**src/rtl/hls_itofp_unit.sv**
```systemverilog
// hls_itofp_unit: integer to binary32 converter, RNE, 4-edge latency.
// Define ITOFP_UNSIGNED_EN to add the p_unsigned (UIToFP) mode port.
module hls_itofp_unit #(
  parameter int IN_WIDTH = 32
) (
  input  logic                clk,
  input  logic                reset,
  input  logic                req,
  output logic                ack,
  input  logic [IN_WIDTH-1:0] p0,
`ifdef ITOFP_UNSIGNED_EN
  input  logic                p_unsigned,
`endif
  output logic [31:0]         out
);

  localparam int W = IN_WIDTH;

  typedef enum logic [2:0] {
    IDLE,
    CAPT,
    NORM,
    RND,
    DONE
  } state_t;

  state_t       state;
  logic [W-1:0] op;
  logic [W-1:0] mag;
  logic [W-1:0] norm;
  logic         sign;
  logic [7:0]   exp;

  logic         sgn_c;
  logic [W-1:0] mag_c;
  logic [6:0]   lz;
  logic [W-1:0] norm_c;
  logic [7:0]   exp_c;

  logic [W+25:0] ext;
  logic [22:0]   frac_raw;
  logic [22:0]   frac;
  logic          g_bit;
  logic          l_bit;
  logic          s_bit;
  logic          rnd;
  logic          cout;
  logic [7:0]    exp_r;
  logic          nz;

`ifdef ITOFP_UNSIGNED_EN
  logic umode;
  assign sgn_c = ~umode & op[W-1];
`else
  assign sgn_c = op[W-1];
`endif

  // Two's-complement magnitude; the most negative value maps to 100..0.
  assign mag_c = sgn_c ? -op : op;

  // Leading-zero count of the magnitude; W when the magnitude is zero.
  always_comb begin
    lz = 7'(W);
    for (int i = 0; i < W; i++) begin
      if (mag[i]) lz = 7'(W - 1 - i);
    end
  end

  assign norm_c = mag << lz;
  assign exp_c  = 8'(126 + W) - {1'b0, lz};

  // Zero-pad on the right so narrow widths get G=S=0.
  assign ext      = {norm, 26'd0};
  assign nz       = ext[W+25];
  assign frac_raw = ext[W+24 -: 23];
  assign l_bit    = ext[W+2];
  assign g_bit    = ext[W+1];
  assign s_bit    = |ext[W:0];
  assign rnd      = g_bit & (l_bit | s_bit);

  // Carry out of the fraction leaves it zero and bumps the exponent.
  assign {cout, frac} = {1'b0, frac_raw} + 24'(rnd);
  assign exp_r        = exp + 8'(cout);

  // Conversion sequencer with registered ack/out.
  always_ff @(posedge clk) begin
    if (!reset) begin
      state <= IDLE;
      op    <= '0;
      mag   <= '0;
      norm  <= '0;
      sign  <= 1'b0;
      exp   <= '0;
      ack   <= 1'b0;
      out   <= '0;
`ifdef ITOFP_UNSIGNED_EN
      umode <= 1'b0;
`endif
    end else begin
      ack <= 1'b0;
      case (state)
        IDLE, DONE: begin
          if (req) begin
            op    <= p0;
`ifdef ITOFP_UNSIGNED_EN
            umode <= p_unsigned;
`endif
            state <= CAPT;
          end else begin
            state <= IDLE;
          end
        end
        CAPT: begin
          sign  <= sgn_c;
          mag   <= mag_c;
          state <= NORM;
        end
        NORM: begin
          norm  <= norm_c;
          exp   <= exp_c;
          state <= RND;
        end
        RND: begin
          out   <= nz ? {sign, exp_r, frac} : 32'h0;
          ack   <= 1'b1;
          state <= DONE;
        end
        default: state <= IDLE;
      endcase
    end
  end

endmodule

```
**config.mk**
```make
export PLATFORM = sky130hd
export DESIGN_NAME = hls_itofp_unit
export DESIGN_NICKNAME = d
export VERILOG_FILES = /design/src/rtl/hls_itofp_unit.sv
export SDC_FILE = /design/constraint.sdc
export NUM_CORES = 1
export LEC_CHECK = 0
export CORE_MARGIN = 2
export CORE_UTILIZATION = 40
export DETAILED_ROUTE_END_ITERATION = 10
export HOLD_SLACK_MARGIN = 0.06
export PLACE_DENSITY = 0.71
export SKIP_LAST_GASP = 1
export SYNTH_ARGS = -nofsm -noshare
export SYNTH_HDL_FRONTEND = slang
export SYNTH_SLANG_ARGS = --single-unit
```
**constraint.sdc**
```tcl
create_clock -name clk -period 2.5 [get_ports clk]
set_input_delay 0.375 -clock clk [delete_from_list [all_inputs] [get_ports clk]]
set_output_delay 0.375 -clock clk [all_outputs]
set_load 0.02 [all_outputs]
```
==> results.toml <==
[drt]
viasPerCell = 5.73
drc = 0
drtAntennaViolNets = 0
dr.pass1.iters = 6
first_iter_violations = 740
avgRoutedWirePerCell_microns = 17.8
wl_microns = 29600
via_count = 9541

[clocking]
hold_buffers = 0
cts_tree = "built"
clock-root-buffer = "clkbuf_16"
cts_buffer_depth = 2
htree_levels = 4
clock_latency_ns = 0.43
cts_inserted_buffers = 17
clk_pin_slew_ns = 0.06
cts.sinks = 140

[synthesis]
synth_seq_cells = 140
synth.distinct_cells = 69
synth_area_leaders = "dfxtp_1, nand2_1, mux2i_1"
syn_area_sq_um = 8760
ys.flop_type = "dfxtp_1"
avgSynthCellArea_sq_um = 7.74
synth_top_area_share_pct = 32.0
syn_inst = 1131
synth-edff-count = 0
syn-num-nets = 1171
synthArstFlopShare_pct = 0
yosysSeqAreaShare_pct = 32.0
synth_top_cell_by_area = "dfxtp_1"
synth-warning-count = 0

[sta]
skew_ns = 0.0159
slew_headroom_pct = 49.6
period_minus_slack_ns = 2.75
hold_viol_final = 0
grt_setup_unrepaired = "true"
setup_violations = 41
worst_slew_pin_slew_ns = 0.755
fmax_mhz = 364
hold_ws_ns = 0.318
drv_slew = 0
fin_ws_ns = -0.249
finalCritPeriodShare_pct = 110
setup_tns_ns = -6.02

[flow_run]
max_cap_viol_count = 0

[grt]
grt_usage_pct = 24.1
grt_pass1_vias = 8919
grt_max_degree = 120
overflow = 0
antenna_found_initial = 0
grt_pass1_wl_microns = 46000

[worst_setup_path]
cp-start-kind = "flop"
cp_max_fo = 6
crit_family = "simple AND/OR/NAND/NOR gates"
critical_path.max_stage_delay_ns = 0.54
cp_data_required_time_ns = 2.86
end_kind = "flop"
critical_path_class = "flop to flop"
crit_path_top_delay_cell = "or4_4"
worstPathCellList = "or4_4 > buf_6 > o211a_4 > buf_6 > nor3_2 > nor3_2 > buf_4 > mux2_4 > mux2i_2 > buf_4 > o221ai_2 > o21ai_1"
critPathArrivalTime_ns = 3.11
cp.buffers_inverters = 4

[layout]
area_delta_synth_final_pct = 54.6
layout.area.seq_sq_um = 2830
multi_input_area_sq_um = 6800
diodes = 0
drive_above_1_share_pct = 36.1
nFillCells = 1724
final_nets = 1413

[power]
swShare_pct = 38.9
internal_power_uw = 7240
combPwrFrac_pct = 55.0
p_per_area_nw_per_um2 = 876
p_seq_share_pct = 21.7
clkPwrFrac_pct = 23.3
leakage_uw = 0.00532
ir_worst_vdd_v = 0.000669
switchingPower_uw = 4620
total_power_uw = 11900

[floorplan]
core_region_area_sq_um = 21700
io_pins = 68
initial_core_util_pct = 40.4
die_area_sq_um = 23100
fp.dieH_microns = 152
die_x_microns = 152
rows = 54

[min_path]
hold_path.class = "primary input to flop"

[status]
status = "finished, violations left"
failed_checks = "setup timing"

[placed_design]
portBuffers = 67
dp_hpwl_microns = 20300
place.gp.congestion = 0.942
## layer usage
layer  vias up  track usage [%]  wire length (microns)
li1       4593                -                      -
met1      4502             30.5                  12300
met2       365             40.8                  14400
met3        81             4.11                   1830
met4         0             9.52                   1080
met5         -                0                      0
## power by group through the flow
stage | Clock, uW | Sequential (uW) | Combinational [uW]
3_3_place_gp | 0 | 2590 | 4520
2_1_floorplan | 0 | 2540 | 2680
6_report | 2760 | 2580 | 6520
3_5_place_dp | 0 | 2590 | 4550
4_1_cts | 2800 | 2560 | 5480
5_1_grt | 2890 | 2600 | 6830
## worst reg2reg max path: stages, from the launching register on
cell	delay (ns)
dfxtp_2	0.32
or4_4	0.54
buf_6	0.13
o211a_4	0.26
buf_6	0.14
nor3_2	0.19
nor3_2	0.09
buf_4	0.14
mux2_4	0.26
mux2i_2	0.16
buf_4	0.16
o221ai_2	0.11
o21ai_1	0.16
## cell usage after synthesis (all sizes together) (29+ instances only)
master and instances:
a21boi 49, a21oi 42, a22oi 35, clkbuf 86, dfxtp 140, mux2i 38
nand2 200, nand3 35, nor2 43, nor2b 29, nor3 35, o21ai 67
xnor2 29, xor2 31
## cell type report
| type | count | area share [%] |
|---|---|---|
| Tap cell | 280 | 2.59 |
| Sequential cell | 140 | 20.9 |
| Clock buffer | 18 | 3.17 |
| Timing Repair Buffer | 324 | 21.1 |
| Inverter | 15 | 0.434 |
| Multi-Input combinational cell | 875 | 50.2 |
| Clock inverter | 14 | 1.52 |
## logic make-up (layout without fill, tap and decap cells)
kind of cell | count (synthesis) | after routing | share of synthesized area [%]
buf+inv | 116 | 371 | 5.13
flops | 140 | 140 | 32.0
simple gates | 435 | 435 | 24.0
xor+xnor | 60 | 60 | 6.00
fa+ha+maj | 5 | 5 | 0.714
mux | 47 | 47 | 5.50
compound gates | 328 | 328 | 26.6
## cell usage in the layout, fill, tap and decap left out, types with 7 or more instances in the layout
| cell type | synthesis | layout |
|---|---|---|
| a221oi_2 | 0 | 8 |
| nor3_1 | 35 | 10 |
| inv_1 | 14 | 14 |
| o21ai_1 | 3 | 14 |
| xor2_1 | 31 | 31 |
| o31ai_1 | 11 | 7 |
| nand3_1 | 35 | 28 |
| o21ai_0 | 64 | 45 |
| or3_1 | 8 | 7 |
| and2_1 | 13 | 11 |
| nor2b_1 | 29 | 28 |
| a22oi_1 | 35 | 27 |
| a21boi_0 | 47 | 44 |
| a31oi_1 | 8 | 7 |
| mux2_4 | 0 | 9 |
| buf_12 | 0 | 8 |
| o21ai_2 | 0 | 8 |
| nor3_2 | 0 | 16 |
| clkdlybuf4s50_1 | 0 | 66 |
| buf_6 | 0 | 27 |
| o211ai_1 | 9 | 9 |
| dfxtp_2 | 0 | 12 |
| mux2i_2 | 0 | 15 |
| o211a_1 | 24 | 23 |
| xnor2_1 | 29 | 23 |
| a21oi_1 | 42 | 29 |
| nor3_4 | 0 | 9 |
| dfxtp_1 | 140 | 124 |
| and3_1 | 12 | 9 |
| mux2i_1 | 38 | 17 |
| clkbuf_16 | 0 | 19 |
| a22o_1 | 10 | 10 |
| nor2_1 | 43 | 37 |
| buf_4 | 0 | 215 |
| a21oi_2 | 0 | 9 |
| nand2_1 | 200 | 196 |
| a22oi_2 | 0 | 8 |
| nand4_1 | 11 | 11 |
## path summary, 6_finish.rpt
path | startpoint | to | slack, ns | depth (start not counted)
max reg2reg | mag[5] | norm[19] | -0.25 | 12
max | mag[5] | norm[19] | -0.25 | 12
min | reset | norm[24] | 0.32 | 3
min reg2reg | out[15] | out[15] | 0.45 | 2
## per-stage QoR
step	util (%)	cell area (sq um)	worst slack [ns]	std cells
2_1_floorplan	-	8980	-0.159	1131
3_3_place_gp	51.7	11200	-0.339	1584
3_5_place_dp	51.7	11200	-0.412	1584
4_1_cts	58.4	12700	-0.262	1643
5_1_grt	62.4	13500	-0.319	1666
6_report	62.4	13500	-0.249	1666
## what timing repair did
action,4_1_cts,5_1_grt
setup endpoints to repair,57,59
buffers inserted,25,25
gates cloned,3,3
pin swaps,56,77
gates resized for setup,141,141
## registers in the layout, indices dropped and copies added (netlist names)
name / flops
mag: 32
norm: 32
op: 32
out: 32
exp: 8
state: 2
ack: 1
sign: 1
Power figures use the tool's default switching activity.
